**config.mk**
```make
export PLATFORM = sky130hd
export DESIGN_NAME = multi_lane_sender
export DESIGN_NICKNAME = d
export VERILOG_FILES = /design/src/rtl/multi_lane_sender.sv
export SDC_FILE = /design/constraint.sdc
export NUM_CORES = 2
export LEC_CHECK = 0
export ABC_AREA = 1
export ABC_CLOCK_PERIOD_IN_PS = 1800
export CAP_MARGIN = 20
export CORE_ASPECT_RATIO = 1.1
export CORE_MARGIN = 4
export CORE_UTILIZATION = 25
export CTS_BUF_LIST = sky130_fd_sc_hd__clkbuf_4 sky130_fd_sc_hd__clkbuf_8 sky130_fd_sc_hd__clkbuf_16
export CTS_CLUSTER_DIAMETER = 150
export CTS_CLUSTER_SIZE = 20
export DETAILED_ROUTE_END_ITERATION = 7
export PLACE_DENSITY_LB_ADDON = 0.25
export SYNTH_ARGS = -nofsm -noshare
export SYNTH_HDL_FRONTEND = slang
export SYNTH_SLANG_ARGS = --single-unit
```
**constraint.sdc**
```tcl
create_clock -name clk -period 1.8 [get_ports clk]
set_input_delay 0.45 -clock clk [delete_from_list [all_inputs] [get_ports clk]]
set_output_delay 0.45 -clock clk [all_outputs]
set_load 0.02 [all_outputs]
```
**src/rtl/multi_lane_sender.sv**
```systemverilog
// Multi-lane serial packet sender: slices one packet across LANES lines, frames each
// slice with a start bit and sequence number, and runs stop-and-wait ARQ on top.
module multi_lane_sender #(
   parameter int LANES          = 4,
   parameter int PKT_BITS       = 836,
   parameter int SEQ_BITS       = 1,
   parameter int BIT_PERIOD     = 1,
   parameter int TIMEOUT_CYCLES = 200,
   parameter int MAX_RETRIES    = 3
) (
   input  logic                               clk,
   input  logic                               rst_l,
   input  logic                               enable,
   input  logic                               pkt_valid,
   output logic                               pkt_ready,
   input  logic [PKT_BITS-1:0]                pkt_data,
   input  logic                               ack_valid,
   input  logic [SEQ_BITS-1:0]                ack_seq,
   input  logic                               fail_clear,
   output logic [LANES-1:0]                   serial_out,
   output logic                               busy,
   output logic                               send_done,
   output logic [SEQ_BITS-1:0]                seq_num,
   output logic [$clog2(MAX_RETRIES+1)-1:0]   retry_count,
   output logic                               link_fail
);

   localparam int LANE_BITS  = PKT_BITS / LANES;
   localparam int FRAME_BITS = 1 + SEQ_BITS + LANE_BITS;
   localparam int CW         = $clog2(FRAME_BITS);
   localparam int PW         = (BIT_PERIOD > 1) ? $clog2(BIT_PERIOD) : 1;
   localparam int TW         = $clog2(TIMEOUT_CYCLES);
   localparam int RW         = $clog2(MAX_RETRIES + 1);

   generate
      if (PKT_BITS % LANES != 0) begin : g_bad_width
         $error("multi_lane_sender: PKT_BITS must be a multiple of LANES");
      end
   endgenerate

   typedef enum logic [1:0] {IDLE, SEND, WAIT_ACK, FAIL} state_t;

   state_t                 state_reg, state_next;
   logic [FRAME_BITS-1:0]  shift_reg [LANES];
   logic [FRAME_BITS-1:0]  shift_next [LANES];
   logic [LANE_BITS-1:0]   slice [LANES];
   logic [CW-1:0]          bit_cnt_reg, bit_cnt_next;
   logic [PW-1:0]          per_cnt_reg, per_cnt_next;
   logic [TW-1:0]          tmo_cnt_reg, tmo_cnt_next;
   logic [SEQ_BITS-1:0]    seq_reg, seq_next, seq_inc;
   logic [RW-1:0]          retry_reg, retry_next;
   logic                   fail_reg, fail_next;
   logic                   done_reg, done_next;
   logic                   live_reg;

   // Lane 0 takes the most significant slice of the packet.
   generate
      for (genvar gi = 0; gi < LANES; gi++) begin : g_lane
         assign slice[gi]      = pkt_data[PKT_BITS-1-gi*LANE_BITS -: LANE_BITS];
         assign serial_out[gi] = (state_reg == SEND) & shift_reg[gi][FRAME_BITS-1];
      end
   endgenerate

   assign seq_inc     = seq_reg + 1'b1;
   assign seq_num     = seq_reg;
   assign retry_count = retry_reg;
   assign link_fail   = fail_reg;
   assign send_done   = done_reg;
   assign busy        = (state_reg == SEND) || (state_reg == WAIT_ACK);

   always_ff @(posedge clk or negedge rst_l) begin
      if (!rst_l) begin
         state_reg   <= IDLE;
         for (int i = 0; i < LANES; i++) shift_reg[i] <= '0;
         bit_cnt_reg <= '0;
         per_cnt_reg <= '0;
         tmo_cnt_reg <= '0;
         seq_reg     <= '0;
         retry_reg   <= '0;
         fail_reg    <= 1'b0;
         done_reg    <= 1'b0;
         live_reg    <= 1'b0;
      end else begin
         state_reg   <= state_next;
         for (int i = 0; i < LANES; i++) shift_reg[i] <= shift_next[i];
         bit_cnt_reg <= bit_cnt_next;
         per_cnt_reg <= per_cnt_next;
         tmo_cnt_reg <= tmo_cnt_next;
         seq_reg     <= seq_next;
         retry_reg   <= retry_next;
         fail_reg    <= fail_next;
         done_reg    <= done_next;
         live_reg    <= 1'b1;
      end
   end

   always_comb begin
      state_next   = state_reg;
      shift_next   = shift_reg;
      bit_cnt_next = bit_cnt_reg;
      per_cnt_next = per_cnt_reg;
      tmo_cnt_next = tmo_cnt_reg;
      seq_next     = seq_reg;
      retry_next   = retry_reg;
      fail_next    = fail_reg;
      done_next    = 1'b0;
      // live_reg keeps pkt_ready low while reset is held, since enable may already be high.
      pkt_ready    = live_reg && (state_reg == IDLE) && enable && !fail_reg;

      case (state_reg)
         IDLE: begin
            if (pkt_valid && pkt_ready) begin
               for (int i = 0; i < LANES; i++) shift_next[i] = {1'b1, seq_reg, slice[i]};
               bit_cnt_next = '0;
               per_cnt_next = '0;
               state_next   = SEND;
            end else if (fail_clear) begin
               fail_next  = 1'b0;
               retry_next = '0;
            end
         end
         SEND: begin
            if (per_cnt_reg == PW'(BIT_PERIOD - 1)) begin
               per_cnt_next = '0;
               // Rotate rather than shift: after a full frame the register holds the
               // original frame again, ready for a retransmit without the packet.
               for (int i = 0; i < LANES; i++)
                  shift_next[i] = {shift_reg[i][FRAME_BITS-2:0], shift_reg[i][FRAME_BITS-1]};
               if (bit_cnt_reg == CW'(FRAME_BITS - 1)) begin
                  bit_cnt_next = '0;
                  tmo_cnt_next = '0;
                  done_next    = 1'b1;
                  state_next   = WAIT_ACK;
               end else begin
                  bit_cnt_next = bit_cnt_reg + 1'b1;
               end
            end else begin
               per_cnt_next = per_cnt_reg + 1'b1;
            end
         end
         WAIT_ACK: begin
            tmo_cnt_next = tmo_cnt_reg + 1'b1;
            if (ack_valid && (ack_seq == seq_inc)) begin
               seq_next   = seq_inc;
               retry_next = '0;
               state_next = IDLE;
            end else if (tmo_cnt_reg == TW'(TIMEOUT_CYCLES - 1)) begin
               if (retry_reg < RW'(MAX_RETRIES)) begin
                  retry_next   = retry_reg + 1'b1;
                  bit_cnt_next = '0;
                  per_cnt_next = '0;
                  state_next   = SEND;
               end else begin
                  fail_next  = 1'b1;
                  state_next = FAIL;
               end
            end
         end
         FAIL: begin
            if (fail_clear) begin
               fail_next  = 1'b0;
               retry_next = '0;
               state_next = IDLE;
            end
         end
         default: state_next = IDLE;
      endcase

      if (!enable) begin
         state_next = IDLE;
         retry_next = '0;
         done_next  = 1'b0;
      end
   end

endmodule
```
### Word level (Yosys, flattened, before mapping)

Cells that the tools add are included.

* $add $sub $neg: 5
* multiply operators: 0
* divide/modulo/power cells: 0
* $lt $le $gt $ge: 1
* equality and inequality tests: 22
* shift operators: 0
* multiplexer cells: 45
* bitwise gates (word level): 4
* reductions and logical operators: 20

Operator list (number)
* two-way mux 844 bit: 2
* one-hot mux 844 bit (2 select lines): 1
* two-way mux 8 bit: 8
* two-way mux 2 bit: 14
* one-hot mux 8 bit (3 select lines): 1
* adder 8 x 1 -> 8 bit (second input constant): 2
* == test 8 bit (second input constant): 2
* one-hot mux 8 bit (2 select lines): 1
* AND reduction 5 bit: 3
* two-way mux 1 bit: 14
* inequality test 3 bit (second input constant): 3
* inequality test 2 x 1 -> 1 bit (second input constant): 4
* inequality test 2 bit (second input constant): 4
* inequality test 4 x 2 -> 1 bit (second input constant): 2
* one-hot mux 2 bit (4 select lines): 1
* inequality test 3 x 2 -> 1 bit (second input constant): 2
* one-hot mux 1 bit (3 select lines): 2
* one-hot mux 2 bit (3 select lines): 1
* AND reduction 3 bit: 2
* AND reduction 6 bit: 1
* nonzero test 3 bit: 2
* logical AND 1 bit: 5
* bitwise AND 1 bit: 4
* == test 2 bit (second input constant): 2
* other kinds (12): 14

* flip-flop bits (word level): 869
* latch bits: 0
* memory bits (writable): 0
* bits in read-only memories: 0
* input port bits: 843
* output and inout bits: 11
* logic and storage cells: 110
* memories: 0

### Longest topological paths before layout

* depth after elaboration: 8
* depth in mapped cells: 11
* depth with buffers taken out: 10

### Worst setup path before layout

No wires, ideal clock.

* kind: register to output
* from: register state_reg[1]
* to: output port serial_out[0]
* arrival: 1425 ps
* required time: 1350 ps
* setup slack: -75 ps
* cell stages (with the launch flop): 8
* path buffers: 3
* path through: dfrtp_1 -> inv_1 -> ha_1 -> buf_2 -> buf_2 -> buf_1 -> nand2_1 -> inv_1

* word-level cells in the longest chain between the ends: 2

RTL lines
* start, declared: line 43 `state_t state_reg, state_next;`
* start signal, assigned: line 84 `state_reg <= state_next;`
* == test 2 x 1 -> 1 bit: line 60 `assign serial_out[gi] = (state_reg == SEND) & shift_reg[gi][FRAME_BITS-1];`
* bitwise AND 1 bit: line 60
* end, declared: line 20 `output logic [LANES-1:0] serial_out,`

No other way between the ends.

### Worst setup path after layout

* from: register state_reg[0]
* to: output port serial_out[2]

Same word-level chain as after synthesis.

==> results.sh <==
export IMPL_status="finished with violations"
export IMPL_violations="negative setup slack"
export IMPL_synth_top_family_by_area="compound AO/OA/AOI/OAI gates"
export IMPL_cp_start_kind="register"
export IMPL_max_freq_mhz=436
export IMPL_synth_xor_area_share=0.000629
export IMPL_largest_reg_flops=844
export IMPL_fp_dieH_um=437
export IMPL_drv_cap=0
export IMPL_total_power_mw=103
export IMPL_path_cells="buf_6, ha_4, buf_8, buf_12, nand2_4, inv_4, buf_12"
export IMPL_maxSlewViolCount=0
export IMPL_combPwrFrac=0.576
export IMPL_cts_buffer_depth=3
export IMPL_htree_levels=2
export IMPL_hp_class="input port to asynchronous set/reset pin"
export IMPL_finalClockSkew_ps=15.5
export IMPL_track_usage=0.164
export IMPL_finalHoldViolations=0
export IMPL_synth_avg_cell_area_um2=8.62
export IMPL_place_gp_congestion=0.827
export IMPL_final_nets=6884
export IMPL_hold_slack_ps=251
export IMPL_cp_arrival_ps=1850
export IMPL_antenna_found_initial=57
export IMPL_drtIter0Drc=2423
export IMPL_synth_compound_area_frac=0.247
export IMPL_crit_fanout=5
export IMPL_synth_top_area_cell="dfrtp_1"
export IMPL_yosysTopAreaCellShare=0.520
export IMPL_clk_latency_ps=660
export IMPL_synthSimpleGateAreaFrac=0.100
export IMPL_async_reset_ff_frac=1.00
export IMPL_synthTopCellsByCount="988 x nand2_1, 868 x dfrtp_1, 829 x inv_1"
export IMPL_ys_types=29
export IMPL_crit_top_cell="buf_12"
export IMPL_gr_total_overflow=0
export IMPL_slowest_stage="dfrtp_1"
export IMPL_core_area_um2=166000
export IMPL_synthMuxAreaShare=0
export IMPL_netSwitchingPower_mw=39.4
export IMPL_synthTopCellsByArea="dfrtp_1 52%, o211ai_1 14%, nand2_1 8.9%"
export IMPL_critPathCaptureType="output port"
export IMPL_setup_violations_final=858
export IMPL_irDropWorstVdd_uv=697
export IMPL_pwr_share_clk=0.120
export IMPL_ff2ff_path_depth=11
export IMPL_die_w_um=398
export IMPL_drive_above_1_share=0.163
export IMPL_synthFlopType="dfrtp_1"
export IMPL_drtAntennaViolNets=0
export IMPL_numCtsBuffers=50
export IMPL_die_area_um2=174000
export IMPL_r2r_slack_ps=-490
export IMPL_cp_startpoint="state_reg[0]"
export IMPL_powerDensity_nw_per_um2=1590
export IMPL_setup_slack_ps=-496
export IMPL_synth_nets=5698
export IMPL_portBuffers=853
export IMPL_dp_hpwl_um=103000
export IMPL_post_route_drc_count=0
export IMPL_vias=38600
export IMPL_rsz0062_at_grt="yes"
export IMPL_syn_to_final_growth_pct=55.6
export IMPL_netlist_area_um2=41800
export IMPL_wirelength_um=163000
export IMPL_p_int_mw=63.7
export IMPL_root_buffer="clkbuf_16"
export IMPL_grt_max_degree=82
export IMPL_min_period_ps=2300
export IMPL_critical_path_class="register to output port"
export IMPL_start_util=0.251
export IMPL_clkTransAtPathRegs_ps=90
export IMPL_fin_util=0.391
export IMPL_slew_headroom=0.621
export IMPL_wl_per_cell_um=19.6
export IMPL_grt_pass1_wl_um=223000
export IMPL_worst_pin_slew_ps=568
export IMPL_synth_most_common_cell="nand2_1"
export IMPL_ys_seq_area_frac=0.520
export IMPL_netlist_instances=4846
export IMPL_cts_tree="yes"
export IMPL_pwr_share_seq=0.304
export IMPL_cellLeakagePower_nw=27.6
export IMPL_synth_adder_area_share=0.00269
export IMPL_worstPathRequired_ps=1350
export IMPL_cpPeakStageDelay_ps=410
export IMPL_via_per_inst=4.65
export IMPL_dpl_worst_slack_ps=-659
export IMPL_ios=854
export IMPL_grt_pass1_vias=36500
export IMPL_r2r_end="shift_reg[369]"
export IMPL_first_pass_iters=7
export IMPL_post_route_period_util=1.28
export IMPL_switching_share=0.382
export IMPL_synth_edf_count=0
export IMPL_row_count=157
export IMPL_ys_ff_latch=868
export IMPL_r2r_start="state_reg[0]"
export IMPL_clock_sinks=868
export IMPL_yosys_warnings=0
==> power by group through the flow <==
stage / logic, mW / registers [mW] / clock network, mW
after floorplan: 25.6 / 30.9 / 0
final: 59.4 / 31.3 / 12.4
after global placement: 36.1 / 31.4 / 0
after CTS: 47.2 / 31.2 / 12.9
after detailed placement: 36.8 / 31.6 / 0
after global routing: 64.9 / 32.2 / 13.5
==> routing by layer <==
layer	share of wire	up-vias	track usage
li1	-	18500	-
met1	0.43	18700	0.219
met2	0.47	1089	0.262
met3	0.073	221	0.0436
met4	0.025	60	0.0448
met5	0.0025	-	0
==> per-stage QoR <==
step                      setup TNS [ps]  std cells  area [µm²]
after floorplan                        0       4846       41800
after global placement           -417660       7817       54000
after detailed placement         -446980       7817       54000
after CTS                        -299180       8059       59700
after global routing             -373860       8276       65000
final                            -283900       8294       65000
==> what timing repair did <==
item | CTS | global route
gates resized for setup | 309 | 956
setup endpoints to repair | 863 | 872
endpoints found under the hold margin | 176 | 0
pin swaps | 6 | 79
hold buffers | 1 | 0
cloned | 90 | 139
setup buffers | 94 | 113
==> worst max-delay path by stage <==
stage	endpoint	cells after the start
floorplan	shift_reg[647]	10
detailed placement	shift_reg[408]	10
CTS	serial_out[0]	7
global route	serial_out[0]	7
global placement	shift_reg[406]	10
finish	serial_out[2]	7
==> worst max-delay path, delay by kind of cell, from the launching register on <==
kind / cells / cell delay [ps]
flip-flops: 1 / 410
adder cells (fa/ha/maj): 1 / 160
buffers and inverters: 5 / 560
AND/OR/NAND/NOR: 1 / 60
==> layout make-up <==
type / count / area [µm²]
diodes: 31 / 77.6
clock buffers: 53 / 1330
clock inverters: 4 / 40.0
fillers: 16400 / 101000
inverters: 831 / 3140
multi-input cells: 2771 / 15800
flip-flops and latches: 868 / 21700
well taps: 2226 / 2790
repair buffers: 1510 / 20100
==> logic make-up after synthesis <==
family | count (synthesis)
compound gates | 1655
xor+xnor | 3
fa+ha+maj | 9
buf+inv | 1207
flops | 868
other cells | 1
simple gates | 1103
==> cell usage in the layout, fill, tap and decap left out, types with 22 or more instances in the layout <==
master	Yosys	layout
nand3_1	22	22
o21ai_0	458	27
o21ai_2	0	171
a31oi_1	48	30
buf_4	6	113
o211ai_1	784	784
buf_16	0	86
o21ai_1	353	612
nor2_1	84	57
dfrtp_1	868	867
buf_6	80	125
clkbuf_16	0	169
buf_8	1	89
buf_12	4	135
inv_1	829	823
nand2_1	988	964
clkdlybuf4s50_1	0	841
diode_2	0	31
No activity file was read; power rests on OpenSTA's default activity.
